==> config.mk <==
export PLATFORM = sky130hd
export DESIGN_NAME = bin_to_bcd_seq
export DESIGN_NICKNAME = d
export VERILOG_FILES = /design/src/rtl/bin_to_bcd_seq.sv
export SDC_FILE = /design/constraint.sdc
export NUM_CORES = 1
export LEC_CHECK = 0
export CAP_MARGIN = 25
export CELL_PAD_IN_SITES_DETAIL_PLACEMENT = 1
export CELL_PAD_IN_SITES_GLOBAL_PLACEMENT = 1
export CORE_MARGIN = 3
export CORE_UTILIZATION = 45
export CTS_BUF_LIST = sky130_fd_sc_hd__clkbuf_16
export DETAILED_ROUTE_END_ITERATION = 16
export GPL_TIMING_DRIVEN = 0
export HOLD_SLACK_MARGIN = 0.05
export PLACE_DENSITY = 0.92
export SETUP_SLACK_MARGIN = 0.3
export SYNTH_ARGS = -nofsm -noshare
export SYNTH_HDL_FRONTEND = slang
export SYNTH_SLANG_ARGS = --single-unit
==> constraint.sdc <==
create_clock -name clk -period 4.1 [get_ports clk]
set_clock_uncertainty 0.15 [all_clocks]
set_input_delay 1.23 -clock clk [delete_from_list [all_inputs] [get_ports clk]]
set_output_delay 1.23 -clock clk [all_outputs]
set_load 0.05 [all_outputs]
==> src/rtl/bin_to_bcd_seq.sv <==
// Iterative binary-to-BCD converter: shift-and-add-3, one input bit per clock.
// Optional leading-zero blanking of the loaded result when BCD_BLANK_EN is defined.
module bin_to_bcd_seq #(
    parameter int BIN_W  = 8,
    parameter int DIGITS = 3
) (
    input  logic                  clk,
    input  logic                  rst_n,
    input  logic                  start,
    input  logic [BIN_W-1:0]      binary,
    output logic                  busy,
    output logic                  done,
    output logic [4*DIGITS-1:0]   bcd,
    output logic                  overflow
);

    localparam int BCD_W = 4 * DIGITS;
    localparam int CNT_W = $clog2(BIN_W + 1);

    typedef enum logic {
        IDLE,
        CONV
    } state_t;

    state_t             state;
    logic [BIN_W-1:0]   shreg;
    logic [BCD_W-1:0]   work;
    logic               ovf;
    logic [CNT_W-1:0]   cnt;

    logic [BCD_W-1:0]   adj;
    logic [BCD_W-1:0]   nxt_work;
    logic [BIN_W-1:0]   nxt_shreg;
    logic               top_bit;
    logic               fin_ovf;
    logic [BCD_W-1:0]   load;
    logic [3:0]         dig;

    // One shift-and-add-3 step; digits adjust independently, no inter-digit carry.
    always_comb begin
        adj = '0;
        dig = '0;
        for (int d = 0; d < DIGITS; d++) begin
            dig = work[4*d +: 4];
            adj[4*d +: 4] = (dig >= 4'd5) ? dig + 4'd3 : dig;
        end
        nxt_work  = {adj[BCD_W-2:0], shreg[BIN_W-1]};
        nxt_shreg = {shreg[BIN_W-2:0], 1'b0};
        top_bit   = adj[BCD_W-1];
        fin_ovf   = ovf | top_bit;
    end

`ifdef BCD_BLANK_EN
    logic lead;

    // Result to load: saturate on overflow, else blank zeros above the top non-zero digit.
    always_comb begin
        load = nxt_work;
        lead = 1'b1;
        if (fin_ovf) begin
            load = {DIGITS{4'h9}};
        end else begin
            for (int d = DIGITS - 1; d > 0; d--) begin
                if (lead && (nxt_work[4*d +: 4] == 4'h0)) begin
                    load[4*d +: 4] = 4'hF;
                end else begin
                    lead = 1'b0;
                end
            end
        end
    end
`else
    // Result to load: saturate to all nines on overflow.
    always_comb begin
        load = nxt_work;
        if (fin_ovf) begin
            load = {DIGITS{4'h9}};
        end
    end
`endif

    // Control FSM with registered handshake and result outputs.
    always_ff @(posedge clk or negedge rst_n) begin
        if (!rst_n) begin
            state    <= IDLE;
            busy     <= 1'b0;
            done     <= 1'b0;
            bcd      <= '0;
            overflow <= 1'b0;
            shreg    <= '0;
            work     <= '0;
            ovf      <= 1'b0;
            cnt      <= '0;
        end else begin
            done <= 1'b0;
            case (state)
                IDLE: begin
                    if (start) begin
                        shreg <= binary;
                        work  <= '0;
                        ovf   <= 1'b0;
                        cnt   <= CNT_W'(BIN_W);
                        busy  <= 1'b1;
                        state <= CONV;
                    end
                end
                CONV: begin
                    shreg <= nxt_shreg;
                    work  <= nxt_work;
                    ovf   <= fin_ovf;
                    cnt   <= cnt - CNT_W'(1);
                    if (cnt == CNT_W'(1)) begin
                        bcd      <= load;
                        overflow <= fin_ovf;
                        done     <= 1'b1;
                        busy     <= 1'b0;
                        state    <= IDLE;
                    end
                end
                default: state <= IDLE;
            endcase
        end
    end

endmodule

==> impl_metrics.env, run 1 <==
export IMPL_status="finished, final reports clean"
export IMPL_dieArea_um2=5170
export IMPL_ff2ff_setup_slack_ns=2.03
export IMPL_grt_busiest_layer="met2"
export IMPL_p_clk_frac=0.202
export IMPL_fin_crit_ns=2.86
export IMPL_cp_end_kind="primary output"
export IMPL_clk_insertion_delay_late_ns=0.29
export IMPL_portBuffers=24
export IMPL_worstSetupPathDepth=1
export IMPL_antenna_found_initial=0
export IMPL_antenna_diode_count=0
export IMPL_r2r_cells=7
export IMPL_grt_util_met1=0.241
export IMPL_p_sw_mw=0.902
export IMPL_start_kind="flop"
export IMPL_numCtsBuffers=5
export IMPL_grt_overflow_total=0
export IMPL_hold_viol_final=0
export IMPL_ctsHoldBuffers=0
export IMPL_place_area_um2=2270
export IMPL_drc=0
export IMPL_die_width_um=71.9
export IMPL_syn_to_final_growth_pct=24.5
export IMPL_track_usage=0.211
export IMPL_htree_levels=2
export IMPL_yosys_area_top_type="dfrtp_1"
export IMPL_first_iter_violations=80
export IMPL_seqPwrFrac=0.331
export IMPL_via_per_inst=5.60
export IMPL_reg2reg_to="bcd[2]"
export IMPL_cp_slowest_cell="clkdlybuf4s50_1"
export IMPL_fin_cells=274
export IMPL_post_cts_resized=0
export IMPL_hp_class="flop to flop"
export IMPL_grt_start_max_net_pins=33
export IMPL_switching_share=0.421
export IMPL_grt_pass1_vias=1680
export IMPL_vias=1534
export IMPL_place_gp_congestion=0.788
export IMPL_dp_cells=267
export IMPL_final_common_cell="dfrtp_1"
export IMPL_multi_input_area_um2=825
export IMPL_fin_area_um2=2430
export IMPL_fin_ws_ns=1.24
export IMPL_drive_above_1_share=0.0893
export IMPL_intPower_mw=1.24
export IMPL_synth_seq_cells=41
export IMPL_synthTopCellsByArea="dfrtp_1 (53%), ha_1 (5.1%), nand2_1 (4.8%)"
export IMPL_crit_fanout=2
export IMPL_syn_avg_cell_area_um2=10.2
export IMPL_core_area_um2=4090
export IMPL_die_h_um=71.9
export IMPL_worst_path_buf_inv=1
export IMPL_synth_yosys_seq_area_share=0.525
export IMPL_cts_buffer_depth=2
export IMPL_fillCellCount=458
export IMPL_cts_tree="done"
export IMPL_fin_nets=243
export IMPL_utilization=0.595
export IMPL_use_met2=0.369
export IMPL_worstReg2RegStart="work[8]"
export IMPL_worst_pin_slew_ns=0.629
export IMPL_hpwl_um=3350
export IMPL_yosys_area_top_type_share=0.525
export IMPL_wl_um=4740
export IMPL_num_rows=23
export IMPL_clock_fmax_mhz=349
export IMPL_place_ws_ns=1.21
export IMPL_slew_viol_final=0
export IMPL_use_met3=0.0603
export IMPL_max_cap_violations=0
export IMPL_routedWlPerCell_um=17.3
export IMPL_synthCells=192
export IMPL_synth_nets=211
export IMPL_required_ns=2.72
export IMPL_pwr_density_cell_nw_per_um2=882
export IMPL_worstSetupPathType="flop to primary output"
export IMPL_hold_depth=2
export IMPL_clkTransAtPathRegs_ns=0.06
export IMPL_synth_area_um2=1950
export IMPL_crit_chain="clkdlybuf4s50_1"
export IMPL_firstDrtPassIters=4
export IMPL_regArea_um2=1030
export IMPL_rsz0062_at_grt="false"
export IMPL_ant_nets=0
export IMPL_p_leak_nw=1.05
export IMPL_cts_sinks=41
export IMPL_yosys_warnings=0
export IMPL_grt_pass1_wl_um=8180
export IMPL_io_pins=26
export IMPL_layout_common_cells="dfrtp_1 (41), nand2_1 (25), clkdlybuf4s50_1 (23)"
export IMPL_critPathMaxStageDelay_ns=0.83
export IMPL_relSlewSlack=0.577
export IMPL_cts_root_buffer="clkbuf_16"
export IMPL_comb_power_share=0.466
export IMPL_cp_arrival_ns=1.48
export IMPL_min_to="bcd[10]"
export IMPL_cp_top_family="buffers and inverters"
export IMPL_cts_setup_buffers=0
export IMPL_setup_tns_ns=0
export IMPL_fin_crit_sh=0.698
export IMPL_ys_types=29
export IMPL_setup_viol=0
export IMPL_min_from="bcd[10]"
export IMPL_start_util=0.478
export IMPL_peakVddDrop_mv=0.329
[power by group through the flow]
| stage | clock network (mW) | logic [mW] | registers [mW] |
|---|---|---|---|
| 4_1_cts | 0.441 | 1.01 | 0.709 |
| 3_3_place_gp | 0 | 0.944 | 0.699 |
| 2_1_floorplan | 0 | 0.546 | 0.852 |
| 3_5_place_dp | 0 | 0.996 | 0.711 |
| 5_1_grt | 0.461 | 1.11 | 0.730 |
| 6_report | 0.434 | 1.00 | 0.711 |
[registers in the layout (all words and copies together) (netlist names), 4 cells and up]
signal  count
work       12
cnt         4
shreg       8
bcd        12
[through the flow]
stage          hold slack (ns)  power (mW)
2_1_floorplan            0.299        1.40
3_3_place_gp             0.310        1.64
3_5_place_dp             0.319        1.71
4_1_cts                  0.335        2.16
5_1_grt                  0.367        2.30
6_report                 0.337        2.14
[tightest hold or removal path, stage by stage, from the launching register on]
cell and delay, ns:
dfrtp_1 0.35, nand2_1 0.05, o31ai_1 0.05
[per-layer routing]
metal  vias to the layer above  part of all wire  wire (µm)
met4                         0             0.017         82
met5                         -                 0          0
met2                        36              0.50       2370
met3                         7             0.051        243
met1                       762              0.43       2040
li1                        729                 -          -
[worst max path at each step]
stage          slack (ns)        to  startpoint
2_1_floorplan        1.59    cnt[1]       start
3_3_place_gp         0.60  shreg[0]       rst_n
3_5_place_dp         1.21    cnt[1]       start
4_1_cts              1.24    bcd[0]      bcd[0]
5_1_grt              1.21    bcd[0]      bcd[0]
6_report             1.24    bcd[0]      bcd[0]
[synth_stat cells]
| cell type | instances |
|---|---|
| a31o_2 | 2 |
| xnor2_1 | 5 |
| clkinv_2 | 1 |
| a31oi_1 | 5 |
| buf_4 | 1 |
| o21ai_0 | 12 |
| inv_1 | 8 |
| nor2_1 | 12 |
| buf_2 | 1 |
| ha_1 | 8 |
| buf_6 | 2 |
| nand2_1 | 25 |
| clkbuf_1 | 6 |
| a21oi_1 | 13 |
| mux2i_1 | 9 |
| and2_0 | 2 |
| nor3_1 | 3 |
| mux2_2 | 2 |
| or4b_4 | 1 |
| o31ai_1 | 6 |
| dfrtp_1 | 41 |
| buf_1 | 1 |
| a21o_1 | 2 |
| o22ai_1 | 11 |
| nor3b_1 | 6 |
| o31a_1 | 1 |
| or3_1 | 1 |
| nand2b_1 | 4 |
| inv_4 | 1 |
[cell type report]
| class | count | share of cell area |
|---|---|---|
| flip-flops and latches | 41 | 0.422 |
| multi-input cells | 130 | 0.339 |
| repair buffers | 25 | 0.105 |
| clock buffers | 5 | 0.0515 |
| well taps | 50 | 0.0257 |
| plain buffers | 11 | 0.0252 |
| inverters | 10 | 0.0170 |
| clock inverters | 2 | 0.0144 |
[cells by family after synthesis]
group / count (synthesis) / synth area share
buf+inv: 21 / 0.0525
flops: 41 / 0.525
xor+xnor: 5 / 0.0224
compound gates: 52 / 0.160
mux: 11 / 0.0577
fa+ha+maj: 8 / 0.0513
simple gates: 54 / 0.131
Note: power is estimated with default switching activity, not from simulation.
==> run 2, diff against run 1 <==
--- a/config.mk
+++ b/config.mk
@@ -9,12 +9,12 @@
 export CELL_PAD_IN_SITES_DETAIL_PLACEMENT = 1
 export CELL_PAD_IN_SITES_GLOBAL_PLACEMENT = 1
 export CORE_MARGIN = 3
-export CORE_UTILIZATION = 45
+export CORE_UTILIZATION = 38
 export CTS_BUF_LIST = sky130_fd_sc_hd__clkbuf_16
 export DETAILED_ROUTE_END_ITERATION = 16
 export GPL_TIMING_DRIVEN = 0
 export HOLD_SLACK_MARGIN = 0.05
-export PLACE_DENSITY = 0.92
+export PLACE_DENSITY = 0.84
 export SETUP_SLACK_MARGIN = 0.3
 export SYNTH_ARGS = -nofsm -noshare
 export SYNTH_HDL_FRONTEND = slang
==> constraint.sdc (replaced) <==
create_clock -name clk -period 2.3 [get_ports clk]
set_clock_uncertainty 0.15 [all_clocks]
set_input_delay 0.69 -clock clk [delete_from_list [all_inputs] [get_ports clk]]
set_output_delay 0.69 -clock clk [all_outputs]
set_load 0.05 [all_outputs]
==> impl_metrics.env, run 2 (same netlist as run 1, synthesis figures left out) <==
export IMPL_reg_top3="bcd x12, work x12, shreg x8"
export IMPL_worstReg2RegStart="work[8]"
export IMPL_p_clk_frac=0.210
export IMPL_cts_buffer_depth=2
export IMPL_max_cap_violations=0
export IMPL_reg2reg_to="bcd[10]"
export IMPL_antenna_diode_count=0
export IMPL_setup_tns_ns=0
export IMPL_p_sw_mw=1.64
export IMPL_hold_viol_final=0
export IMPL_peakVddDrop_mv=0.496
export IMPL_via_per_inst=5.21
export IMPL_crit_chain="clkdlybuf4s15_1"
export IMPL_cts_tree="done"
export IMPL_dieArea_um2=6040
export IMPL_utilization=0.507
export IMPL_dp_cells=284
export IMPL_slew_viol_final=0
export IMPL_syn_to_final_growth_pct=25.8
export IMPL_clk_insertion_delay_late_ns=0.29
export IMPL_worstSetupPathType="flop to primary output"
export IMPL_ff2ff_setup_slack_ns=0.37
export IMPL_fin_nets=244
export IMPL_setup_viol=0
export IMPL_num_rows=25
export IMPL_relSlewSlack=0.677
export IMPL_cp_slowest_cell="clkdlybuf4s15_1"
export IMPL_routedWlPerCell_um=16.4
export IMPL_grt_pass1_vias=1699
export IMPL_fin_cells=293
export IMPL_portBuffers=24
export IMPL_crit_fanout=2
export IMPL_clock_fmax_mhz=511
export IMPL_p_leak_nw=1.07
export IMPL_cp_arrival_ns=1.12
export IMPL_numCtsBuffers=5
export IMPL_pwr_density_cell_nw_per_um2=1550
export IMPL_track_usage=0.179
export IMPL_htree_levels=2
export IMPL_fillCellCount=549
export IMPL_seqPwrFrac=0.333
export IMPL_grt_overflow_total=0
export IMPL_layout_common_cells="dfrtp_1 (40), nand2_1 (25), nor2_1 (12), a21oi_1 (12), o21ai_0 (12)"
export IMPL_cp_top_family="buffers and inverters"
export IMPL_min_from="overflow"
export IMPL_die_width_um=77.7
export IMPL_switching_share=0.430
export IMPL_hp_class="flop to flop"
export IMPL_cp_end_kind="primary output"
export IMPL_start_util=0.403
export IMPL_hold_slack_ns=0.336
export IMPL_start_kind="flop"
export IMPL_r2r_cells=6
export IMPL_required_ns=1.46
export IMPL_cts_sinks=41
export IMPL_place_gp_congestion=0.808
export IMPL_core_area_um2=4850
export IMPL_drc=0
export IMPL_clkTransAtPathRegs_ns=0.06
export IMPL_firstDrtPassIters=4
export IMPL_wl_um=4810
export IMPL_worst_path_buf_inv=1
export IMPL_io_pins=26
export IMPL_first_iter_violations=27
export IMPL_cts_root_buffer="clkbuf_16"
export IMPL_worst_pin_slew_ns=0.484
export IMPL_hpwl_um=3440
export IMPL_antenna_found_initial=0
export IMPL_fin_crit_ns=1.96
export IMPL_intPower_mw=2.17
export IMPL_critPathMaxStageDelay_ns=0.50
export IMPL_ant_nets=0
export IMPL_grt_pass1_wl_um=8390
export IMPL_final_common_cell="dfrtp_1"
export IMPL_rsz0062_at_grt="true"
export IMPL_min_to="overflow"
export IMPL_place_ws_ns=-0.0758
export IMPL_hold_depth=2
export IMPL_grt_start_max_net_pins=40
export IMPL_comb_power_share=0.457
export IMPL_fin_crit_sh=0.851
export IMPL_drive_above_1_share=0.168
export IMPL_fin_ws_ns=0.343
export IMPL_die_h_um=77.7
export IMPL_vias=1527
export IMPL_status="finished, final reports clean"
[run 2: cell types whose count changed in the layout (fill, tap and decap cells not counted), moves of 2 or more]
cell and delta:
clkdlybuf4s15_2 +6, clkdlybuf4s50_1 -15, clkbuf_1 -2, clkdlybuf4s15_1 +2, clkbuf_2 +8
[run 2: final cells by class]
class,count,area [µm²],area share
flip-flops and latches,41,1030,0.418
multi-input cells,130,833,0.339
repair buffers,26,238,0.0968
clock buffers,5,125,0.0509
well taps,67,83.8,0.0341
plain buffers,11,66.3,0.0270
clock inverters,3,41.3,0.0168
inverters,10,41.3,0.0168
[run 2: how the worst max path moves through the flow]
stage | from | endpoint | slack, ns | cells after the start
2_1_floorplan | start | cnt[1] | 0.33 | 4
3_3_place_gp | rst_n | shreg[0] | -0.68 | 1
3_5_place_dp | start | cnt[1] | -0.08 | 4
4_1_cts | busy | busy | 0.25 | 1
5_1_grt | work[8] | bcd[10] | 0.25 | 6
6_report | bcd[2] | bcd[2] | 0.34 | 1
[run 2: power groups by stage]
stage / registers (mW) / logic [mW] / clock network, mW
after floorplan: 1.52 / 0.974 / 0
after global placement: 1.25 / 1.69 / 0
after detailed placement: 1.27 / 1.80 / 0
after CTS: 1.27 / 1.77 / 0.818
after global routing: 1.32 / 1.93 / 0.854
final: 1.27 / 1.74 / 0.799
[run 2: metrics by stage]
step | cell area (µm²) | total power, mW
finish | 2460 | 3.81
global placement | 2280 | 2.94
floorplan | 1950 | 2.49
detailed placement | 2290 | 3.07
global route | 2460 | 4.10
CTS | 2480 | 3.86
[run 2: timing repair]
action	4_1_cts	5_1_grt
setup endpoints to repair	25	16
hold buffers	1	0
endpoints found under the hold margin	2	0
buffers inserted	0	0
gates resized for setup	36	13
[run 2: metal layers]
| metal | GRT usage | part of all wire |
|---|---|---|
| met5 | 0 | 0 |
| met4 | 0.0641 | 0.011 |
| met3 | 0.0476 | 0.035 |
| met2 | 0.302 | 0.51 |
| met1 | 0.218 | 0.45 |
